$ cat config.mk
export PLATFORM = sky130hd
export DESIGN_NAME = noekeon_iter_core
export DESIGN_NICKNAME = d
export VERILOG_FILES = /design/src/rtl/noekeon_iter_core.sv
export SDC_FILE = /design/constraint.sdc
export NUM_CORES = 2
export LEC_CHECK = 0
export CORE_MARGIN = 10
export CORE_UTILIZATION = 59
export CTS_CLUSTER_DIAMETER = 30
export DETAILED_ROUTE_END_ITERATION = 16
export PLACE_DENSITY = 0.83
export SYNTH_ARGS = -nofsm -noshare
export SYNTH_HDL_FRONTEND = slang
export SYNTH_SLANG_ARGS = --single-unit
$ cat constraint.sdc
create_clock -name inClk -period 6.2 [get_ports inClk]
set_input_delay 1.24 -clock inClk [delete_from_list [all_inputs] [get_ports inClk]]
set_output_delay 1.24 -clock inClk [all_outputs]
set_load 0.005 [all_outputs]
$ cat src/rtl/noekeon_iter_core.sv
// Iterative Noekeon-128 cipher core (direct key), ROUNDS_PER_CYCLE rounds per clock.
// Define NOEKEON_INDIRECT_KEY_EN to add inIndirect and the KEYGEN state.
module noekeon_iter_core #(
    parameter int ROUNDS_PER_CYCLE = 1
) (
    input  logic         inClk,
    input  logic         inRstN,
    input  logic         inValid,
    output logic         inReady,
    input  logic         inDecrypt,
`ifdef NOEKEON_INDIRECT_KEY_EN
    input  logic         inIndirect,
`endif
    input  logic [127:0] inDataKey,
    input  logic [127:0] inDataState,
    output logic         outValid,
    input  logic         outReady,
    output logic [127:0] outDataState,
    output logic         outBusy
);

    if (ROUNDS_PER_CYCLE != 1 && ROUNDS_PER_CYCLE != 2 &&
        ROUNDS_PER_CYCLE != 4 && ROUNDS_PER_CYCLE != 8 &&
        ROUNDS_PER_CYCLE != 16) begin : g_bad_rpc
        $error("ROUNDS_PER_CYCLE must be 1, 2, 4, 8 or 16");
    end

    localparam logic [4:0] STEP = 5'(ROUNDS_PER_CYCLE);

`ifdef NOEKEON_INDIRECT_KEY_EN
    typedef enum logic [1:0] {IDLE, ROUND, DONE, KEYGEN} state_t;
`else
    typedef enum logic [1:0] {IDLE, ROUND, DONE} state_t;
`endif

    function automatic logic [31:0] rotl(input logic [31:0] x, input int n);
        return (x << n) | (x >> (32 - n));
    endfunction

    function automatic logic [7:0] rc(input logic [4:0] i);
        logic [7:0] v;
        case (i)
            5'd0:    v = 8'h80;
            5'd1:    v = 8'h1B;
            5'd2:    v = 8'h36;
            5'd3:    v = 8'h6C;
            5'd4:    v = 8'hD8;
            5'd5:    v = 8'hAB;
            5'd6:    v = 8'h4D;
            5'd7:    v = 8'h9A;
            5'd8:    v = 8'h2F;
            5'd9:    v = 8'h5E;
            5'd10:   v = 8'hBC;
            5'd11:   v = 8'h63;
            5'd12:   v = 8'hC6;
            5'd13:   v = 8'h97;
            5'd14:   v = 8'h35;
            5'd15:   v = 8'h6A;
            5'd16:   v = 8'hD4;
            default: v = 8'h00;
        endcase
        return v;
    endfunction

    function automatic logic [127:0] theta(input logic [127:0] k,
                                           input logic [127:0] a);
        logic [31:0] a0, a1, a2, a3, t;
        {a0, a1, a2, a3} = a;
        t  = a0 ^ a2;
        t  = t ^ rotl(t, 8) ^ rotl(t, 24);
        a1 = a1 ^ t;
        a3 = a3 ^ t;
        {a0, a1, a2, a3} = {a0, a1, a2, a3} ^ k;
        t  = a1 ^ a3;
        t  = t ^ rotl(t, 8) ^ rotl(t, 24);
        a0 = a0 ^ t;
        a2 = a2 ^ t;
        return {a0, a1, a2, a3};
    endfunction

    function automatic logic [127:0] gamma(input logic [127:0] a);
        logic [31:0] a0, a1, a2, a3, t;
        {a0, a1, a2, a3} = a;
        a1 = a1 ^ (~a3 & ~a2);
        a0 = a0 ^ (a2 & a1);
        t  = a3;
        a3 = a0;
        a0 = t;
        a2 = a2 ^ a0 ^ a1 ^ a3;
        a1 = a1 ^ (~a3 & ~a2);
        a0 = a0 ^ (a2 & a1);
        return {a0, a1, a2, a3};
    endfunction

    function automatic logic [127:0] round(input logic [127:0] k,
                                           input logic [127:0] a,
                                           input logic [7:0]   c1,
                                           input logic [7:0]   c2);
        logic [127:0] s;
        logic [31:0]  a0, a1, a2, a3;
        s = theta(k, a ^ {24'h0, c1, 96'h0});
        s = s ^ {24'h0, c2, 96'h0};
        {a0, a1, a2, a3} = s;
        s = gamma({a0, rotl(a1, 1), rotl(a2, 5), rotl(a3, 2)});
        {a0, a1, a2, a3} = s;
        return {a0, rotl(a1, 31), rotl(a2, 27), rotl(a3, 30)};
    endfunction

    state_t       state;
    logic [4:0]   cnt;
    logic [127:0] st;
    logic [127:0] wk;
    logic         dec;
    logic         ready_q;
    logic         valid_q;
    logic         busy_q;
    logic [127:0] out_q;

    logic [127:0] x;
    logic [127:0] nxt;
    logic [127:0] rkey;
    logic         enc;
    logic [4:0]   idx;
    logic         last;

    assign last = (cnt + STEP) == 5'd16;

    // KEYGEN reuses the round datapath: encrypt under the null key
    always_comb begin
        rkey = wk;
        enc  = !dec;
        idx  = '0;
`ifdef NOEKEON_INDIRECT_KEY_EN
        if (state == KEYGEN) begin
            rkey = '0;
            enc  = 1'b1;
        end
`endif
        x = st;
        for (int j = 0; j < ROUNDS_PER_CYCLE; j++) begin
            idx = cnt + 5'(j);
            x = round(rkey, x,
                      enc ? rc(idx) : 8'h00,
                      enc ? 8'h00 : rc(5'd16 - idx));
        end
        if (last) begin
            if (enc) begin
                x = theta(rkey, x ^ {24'h0, rc(5'd16), 96'h0});
            end else begin
                x = theta(rkey, x) ^ {24'h0, rc(5'd0), 96'h0};
            end
        end
        nxt = x;
    end

    always_ff @(posedge inClk or negedge inRstN) begin
        if (!inRstN) begin
            state   <= IDLE;
            cnt     <= '0;
            st      <= '0;
            wk      <= '0;
            dec     <= 1'b0;
            ready_q <= 1'b1;
            valid_q <= 1'b0;
            busy_q  <= 1'b0;
            out_q   <= '0;
        end else begin
            unique case (state)
                IDLE: begin
                    if (inValid) begin
                        dec     <= inDecrypt;
                        cnt     <= '0;
                        ready_q <= 1'b0;
                        busy_q  <= 1'b1;
                        st      <= inDataState;
                        wk      <= inDecrypt ? theta('0, inDataKey) : inDataKey;
                        state   <= ROUND;
`ifdef NOEKEON_INDIRECT_KEY_EN
                        // key runs through the datapath; data parks in wk
                        if (inIndirect) begin
                            st    <= inDataKey;
                            wk    <= inDataState;
                            state <= KEYGEN;
                        end
`endif
                    end
                end
`ifdef NOEKEON_INDIRECT_KEY_EN
                KEYGEN: begin
                    if (last) begin
                        st    <= wk;
                        wk    <= dec ? theta('0, nxt) : nxt;
                        cnt   <= '0;
                        state <= ROUND;
                    end else begin
                        st  <= nxt;
                        cnt <= cnt + STEP;
                    end
                end
`endif
                ROUND: begin
                    st <= nxt;
                    if (last) begin
                        cnt     <= '0;
                        out_q   <= nxt;
                        valid_q <= 1'b1;
                        busy_q  <= 1'b0;
                        state   <= DONE;
                    end else begin
                        cnt <= cnt + STEP;
                    end
                end
                DONE: begin
                    if (outReady) begin
                        valid_q <= 1'b0;
                        ready_q <= 1'b1;
                        state   <= IDLE;
                    end
                end
                default: begin
                    state   <= IDLE;
                    ready_q <= 1'b1;
                    valid_q <= 1'b0;
                    busy_q  <= 1'b0;
                end
            endcase
        end
    end

    assign inReady      = ready_q;
    assign outValid     = valid_q;
    assign outBusy      = busy_q;
    assign outDataState = out_q;

endmodule

# Word level (Yosys, flattened, before mapping)
# Memories as Yosys holds them, arrays and structs flattened.
# Index checks and enable logic that the tools add are counted.
# word_totals
register_bits	395
latch_bits	0
ram_bits	0
romBits	512
elab_cells	138
memories	2
# memory_table
name	words	width	read_ports	rd_ports_with_merged_regs	wr	line	text
(no name shown)	32	8	1	0	0	42	case (i)
(no name shown)	32	8	1	0	0	42	
# op_classes
n_addsub	2
multipliers	0
div_mod_pow	0
order_cmp	0
eq_ne	6
shifts	0
mux	23
n_bitwise	87
reduce_logical	9
# op_table
op	count
$xor 32x32->32	47
$mux 128	4
$xor 128x128->128	3
$or 32x24->32	8
$or 32x8->32	8
$pmux 128 s2	1
$xor 128x104->128	2
$and 32x32->32	4
$not 32->32	4
$or 32x1->32	1
$or 32x2->32	1
$or 32x27->32	1
$or 32x30->32	1
$or 32x31->32	1
$or 32x5->32	1
$mux 8	2
$reduce_and 3->1	4
$mux 5	2
$pmux 5 s2	1
$pmux 1 s3	3
$mux 1	6
$mux 2	3
$ne 2x2->1 const B	3
$pmux 2 s3	1
other kinds (10)	15

# Logic depth before layout (Yosys ltp)
# An unclocked memory read counts as a cell.
# depth
word_depth	42
depth_mapped	22
mapped_depth_nobuf	21

# Worst setup path after synthesis
# Ideal clock, no wire load.
# synth_timing
path_type	flip-flop to flip-flop
from	register cnt[1]
to	register st[59]
setup_ps	120
t_arrival_ps	5455
path_slack_ps	626
path_stages_with_launch	22
period_less_slack_ps	5574
path_cell_list	dfrtp_1 > buf_2 > inv_1 > ha_1 > ha_1 > nor4bb_1 > a211oi_2 > xnor3_2 > xor2_1 > ha_1 > xor3_1 > xnor3_1 > xnor3_1 > nor2_1 > o2bb2ai_1 > o211a_1 > xor2_1 > xnor3_1 > xor2_1 > xnor2_1 > or3_1 > a31o_1
# synth_between
elab_chain_cells	40
elab_cells_between_ends	76
classes_between	add/sub (2); eq/ne (1); mux (5); bitwise (66); memory (2)
# synth_lines
element	line	text
from (decl)	110	logic [4:0] cnt;
from (signal assigned)	210	cnt <= cnt + STEP;
$mem_v2 32x8	-	
$mux 8	143	enc ? rc(idx) : 8'h00,
$xor 128x104->128	101	s = theta(k, a ^ {24'h0, c1, 96'h0});
$xor 32x32->32	69	t = a0 ^ a2;
$or 32x24->32 or $or 32x8->32 (tied branches)	37	return (x << n) | (x >> (32 - n));
$xor 32x32->32	70	t = t ^ rotl(t, 8) ^ rotl(t, 24);
$xor 32x32->32 (on tied branches)	71, 70, 72	
$xor 128x128->128, or another cell as far along	73	{a0, a1, a2, a3} = {a0, a1, a2, a3} ^ k;
(+24 left out)	-	
$xor 32x32->32 or $xor 128x128->128 (tied branches)	74, 73	
$or 32x8->32 or $xor 32x32->32 (tied branches)	37, 74	
$xor 32x32->32 or $or 32x24->32 (tied branches)	75, 37	
$xor 32x32->32	75	t = t ^ rotl(t, 8) ^ rotl(t, 24);
$xor 32x32->32	77	a2 = a2 ^ t;
$mux 128	147	if (enc) begin
$mux 128 (*)	146	if (last) begin
$pmux 128 s2 (*)	168	unique case (state)
to (signal assigned)	175	st <= inDataState;
to (signal assigned)	202	st <= nxt;
to (decl)	111	logic [127:0] st;
# Mark *: on every way between the ends. The rest lies on a longest branch, timed or not.
# A chain may end at the register's enable or synchronous reset.

# Final worst setup path
# layout_timing
from	register cnt[1]
to	register out_q[38] (netlist: outDataState[38])
# layout_between
elab_chain_cells	40
elab_cells_between_ends	77
classes_between	add/sub (2); eq/ne (1); mux (4); bitwise (67); reduce/logical (1); memory (2)
# layout_lines
element	line	text
$mem_v2 32x8	-	
$mux 8	143	
$xor 128x104->128	101	
$xor 32x32->32	69	
$or 32x8->32	37	
$xor 32x32->32 (2 in series)	70	
$xor 32x32->32 (on tied branches)	71, 72	
$xor 128x128->128	73	
(+22 left out)	-	
$xor 32x32->32 (on tied branches)	71, 72	
$xor 128x128->128	73	
$xor 32x32->32	74	t = a1 ^ a3;
$or 32x8->32	37	
$xor 32x32->32 (2 in series)	75	
$xor 32x32->32	77	
$mux 128	147	
$mux 128	146	
to (signal assigned)	205	out_q <= nxt;
to (decl)	117	logic [127:0] out_q;
# Parallel ways exist; a longest one is shown, timed or not.

==> metrics.sh <==
RUN_STATUS='finished, final reports clean'
DETAIL_ROUTE.VIAS_PER_CELL=6.04
CTS_NUM_SINKS=395
TIMING_HOLD_VIOLATIONS_FINAL=0
REG2REG_SETUP_SLACK_NS=0.29
SYN_AREA_UM2=35900
FIRST_PASS_ITERS=6
CTS_TREE='done'
FLOORPLAN.DIE.HEIGHT_UM=267
R2R-END='outDataState[38]$_DFFE_PN0P_'
YOSYS_MOST_USED_DFF='sky130_fd_sc_hd__dfrtp_1'
FMAX_GHz=0.169
WORSTSETUPSTARTPOINTTYPE='register'
SYN_AVG_CELL_AREA_UM2=9.84
OVERFLOW=0
DR.FIRST_ITER.DRC_COUNT=3931
CTSROOTBUFFERMASTER='sky130_fd_sc_hd__clkbuf_16'
VIAS_IN_THE_FIRST_GLOBAL_ROUTE=29500
YOSYS-TOP-CELLS-COUNT='sky130_fd_sc_hd__xnor2_1, sky130_fd_sc_hd__nand2_1, sky130_fd_sc_hd__xor2_1'
WORST_PIN_SLEW_NS=1.17
STARTING_DENSITY_OF_THE_CORE=0.596
FLOORPLAN.DIE_AREA_UM2=71100
FINCLKSKEW_NS=0.0581
POSTSYNTH.ASYNCRESETSHARE=1.00
POST-ROUTE-DRC-COUNT=0
SYN2LAYOUT_AREA_GROWTH_PCT=23.9
CRITPATHCAPTURE='outDataState[38]$_DFFE_PN0P_'
SYNTH.YOSYS.WARNINGS=0
DIE_WIDTH_UM=267
SYNTHESIS.INSTANCES=3647
CAP_VIOLATIONS=0
GRT_ANTENNA_BEFORE_REPAIR=4
REPORT.FINAL.SETUP_VIOL=0
DRT-TOTAL-WL_UM=136000
WORSTPATHMAXFANOUT=7
CLK_TRANSITION_REPORTED_PATHS_NS=0.05
UNREPAIRED_SETUP_ENDPOINTS_AFTER_GLOBAL_ROUTING='false'
SYNTH_FP_NETS=3944
FRACTION_OF_THE_YOSYS_AREA_TAKEN_BY_SEQUENTIAL_CELLS=0.276
R2R_CELLS=21
SOURCE_TO_SINK_CLOCK_DELAY_AT_THE_LATER_PIN_OF_THE_WORST_SKEW_PAIR_NS=0.66
FIN_TNS_SETUP_NS=0
REQUIRED_WORST_ENDPOINT_NS=6.72
SYNTH-SEQ-CELLS=395
FIRST_PASS_GRT_WIRE_LENGTH_UM=196000
TIMING.RR.START='cnt[1]$_DFFE_PN0P_'
SYNTH_MOST_COMMON_CELL='sky130_fd_sc_hd__xnor2_1'
CRITPATHARRIVALTIME_NS=6.43
HOLD-WORST-SLACK_NS=0.463
ROUTE.DETAILED.WL_PER_INST_UM=27.5
DESIGN.CORE.AREA_UM2=60200
GRT_MAX_DEGREE=156
SHARE_OF_LAYOUT_CELLS_ABOVE_DRIVE_STRENGTH_1=0.111
MIN_PATH_TYPE='register to register'
CTS.HTREE.LEVELS=3
POST_SYNTH_MAIN_AREA_CONTRIBUTORS='sky130_fd_sc_hd__dfrtp_1, sky130_fd_sc_hd__xnor2_1, sky130_fd_sc_hd__xor2_1'
WORST_SLEW_MARGIN_REL=0.215
CLK_PATH_BUF_DEPTH=3
SYNTH_TOP_CELL_BY_AREA='sky130_fd_sc_hd__dfrtp_1'
WORST-SETUP-PATH-TYPE='register to register'
VIAS=29900
FIN_CRIT_NS=5.91
ANTENNA_LEFT=0
SYNTH_EDF_COUNT=0
DESIGN.FINAL.NETS=4387
ENDPOINT_CLASS_OF_THE_CRITICAL_PATH='register'
BUFFER_PORTS.INSERTED=391
NUM_ROWS=90
GP_CONGESTION=1.07
DRV_SLEW=0
POST-SYNTH-TOP-AREA-FRACTION=0.275
PIN_COUNT=392
GRT.TOTAL_USAGE=0.377
HPWL_UM=107000
CTSHOLDBUFFERS=0
NUMCTSBUFFERS=92
FINAL_MIN_PERIOD_OVER_CLOCK_PERIOD=0.953
CRIT_START='cnt[1]$_DFFE_PN0P_'
SYNTHDISTINCTLIBCELLS=102
## metal layers
metal / routed length [um] / share of wire / global-route usage
met3: 18400 / 0.14 / 0.112
met4: 5950 / 0.044 / 0.157
met2: 60000 / 0.44 / 0.567
met5: 31 / 0.00023 / 0
met1: 52000 / 0.38 / 0.500
## cells in the final DEF (no fill, tap or decap), types with 16 or more instances in the layout
| master | netlist | routed |
|---|---|---|
| sky130_fd_sc_hd__mux2i_1 | 39 | 39 |
| sky130_fd_sc_hd__xor2_1 | 465 | 465 |
| sky130_fd_sc_hd__and3_1 | 48 | 47 |
| sky130_fd_sc_hd__inv_1 | 25 | 25 |
| sky130_fd_sc_hd__inv_6 | 0 | 18 |
| sky130_fd_sc_hd__nor2b_1 | 18 | 16 |
| sky130_fd_sc_hd__nand3_1 | 22 | 21 |
| sky130_fd_sc_hd__a22oi_1 | 23 | 23 |
| sky130_fd_sc_hd__buf_4 | 4 | 107 |
| sky130_fd_sc_hd__ha_1 | 36 | 36 |
| sky130_fd_sc_hd__nor2_1 | 151 | 149 |
| sky130_fd_sc_hd__nand2b_1 | 27 | 25 |
| sky130_fd_sc_hd__dfrtp_1 | 394 | 394 |
| sky130_fd_sc_hd__xnor3_2 | 22 | 22 |
| sky130_fd_sc_hd__a21oi_1 | 104 | 104 |
| sky130_fd_sc_hd__clkbuf_16 | 0 | 94 |
| sky130_fd_sc_hd__xnor2_1 | 660 | 659 |
| sky130_fd_sc_hd__xor2_2 | 22 | 22 |
| sky130_fd_sc_hd__o21ai_0 | 233 | 233 |
| sky130_fd_sc_hd__clkdlybuf4s50_1 | 0 | 389 |
| sky130_fd_sc_hd__xor3_1 | 33 | 33 |
| sky130_fd_sc_hd__nand2_1 | 635 | 634 |
| sky130_fd_sc_hd__xnor2_2 | 61 | 62 |
| sky130_fd_sc_hd__o21ai_1 | 67 | 67 |
| sky130_fd_sc_hd__xnor3_1 | 170 | 170 |
## final cells by class
cell class | count | area, um^2
fill | 4084 | 15800
clock buffer | 106 | 2460
tap | 782 | 978
antenna | 1 | 2.50
timing repair buffer | 504 | 4840
clock inverter | 66 | 845
multi-input combinational | 3068 | 25300
sequential | 395 | 9890
inverter | 29 | 109
## worst min-delay path by stage
stage | from | endpoint | slack [ns] | cells after the start
2_1_floorplan | outDataState[114]$_DFFE_PN0P_ | outDataState[114]$_DFFE_PN0P_ | 0.46 | 2
3_3_place_gp | outDataState[127]$_DFFE_PN0P_ | outDataState[127]$_DFFE_PN0P_ | 0.45 | 2
3_5_place_dp | outDataState[127]$_DFFE_PN0P_ | outDataState[127]$_DFFE_PN0P_ | 0.45 | 2
4_1_cts | outDataState[127]$_DFFE_PN0P_ | outDataState[127]$_DFFE_PN0P_ | 0.47 | 2
5_1_grt | outDataState[4]$_DFFE_PN0P_ | outDataState[4]$_DFFE_PN0P_ | 0.49 | 2
6_report | outDataState[127]$_DFFE_PN0P_ | outDataState[127]$_DFFE_PN0P_ | 0.46 | 2
## kinds of logic after synthesis
| group | share of synthesized area |
|---|---|
| compound gates | 0.0944 |
| xor+xnor | 0.467 |
| fa+ha+maj | 0.0126 |
| buf+inv | 0.0202 |
| flops | 0.276 |
| mux | 0.0149 |
| simple gates | 0.116 |
## per-stage QoR
step	util	setup slack, ns	instances	cell area, um^2
CTS	0.737	0.266	4947	44400
finish	0.738	0.289	4951	44500
global route	0.738	0.00919	4950	44500
floorplan	-	0.626	3647	35900
global placement	0.682	0.485	4775	41100
detailed placement	0.682	0.301	4775	41100
## state kept, by name (all words and copies together) (netlist names)
signal,flops
outValid,1
st,128
outDataState,128
state,2
outBusy,1
dec,1
rkey,128
inReady,1
cnt,5
## critical path, cell delays in order (launching register included)
cell and delay (ns):
sky130_fd_sc_hd__dfrtp_1 0.45, sky130_fd_sc_hd__inv_1 0.16, sky130_fd_sc_hd__ha_1 0.31, sky130_fd_sc_hd__ha_1 0.23, sky130_fd_sc_hd__nand2b_1 0.08, sky130_fd_sc_hd__a21oi_2 0.24, sky130_fd_sc_hd__o311a_2 0.36, sky130_fd_sc_hd__xnor2_2 0.12
sky130_fd_sc_hd__xor2_1 0.23, sky130_fd_sc_hd__xnor2_1 0.58, sky130_fd_sc_hd__ha_1 0.28, sky130_fd_sc_hd__xor2_1 0.18, sky130_fd_sc_hd__xnor2_1 0.10, sky130_fd_sc_hd__xnor2_1 0.27, sky130_fd_sc_hd__nand2b_1 0.16, sky130_fd_sc_hd__xnor2_2 0.37
sky130_fd_sc_hd__xnor2_1 0.25, sky130_fd_sc_hd__xor2_2 0.49, sky130_fd_sc_hd__xnor3_1 0.37, sky130_fd_sc_hd__xnor2_1 0.16, sky130_fd_sc_hd__xor2_1 0.15, sky130_fd_sc_hd__mux2_2 0.27
## what timing repair did
action / in CTS / in global routing
setup endpoints to repair: 0 / 2
setup buffers: 0 / 3
hold endpoints to repair: 0 / 0
gates resized for setup: 0 / 2
Power is left out: the tool's default activity adds up to more than one toggle a clock period on the data nets, which glitch-free logic cannot reach.
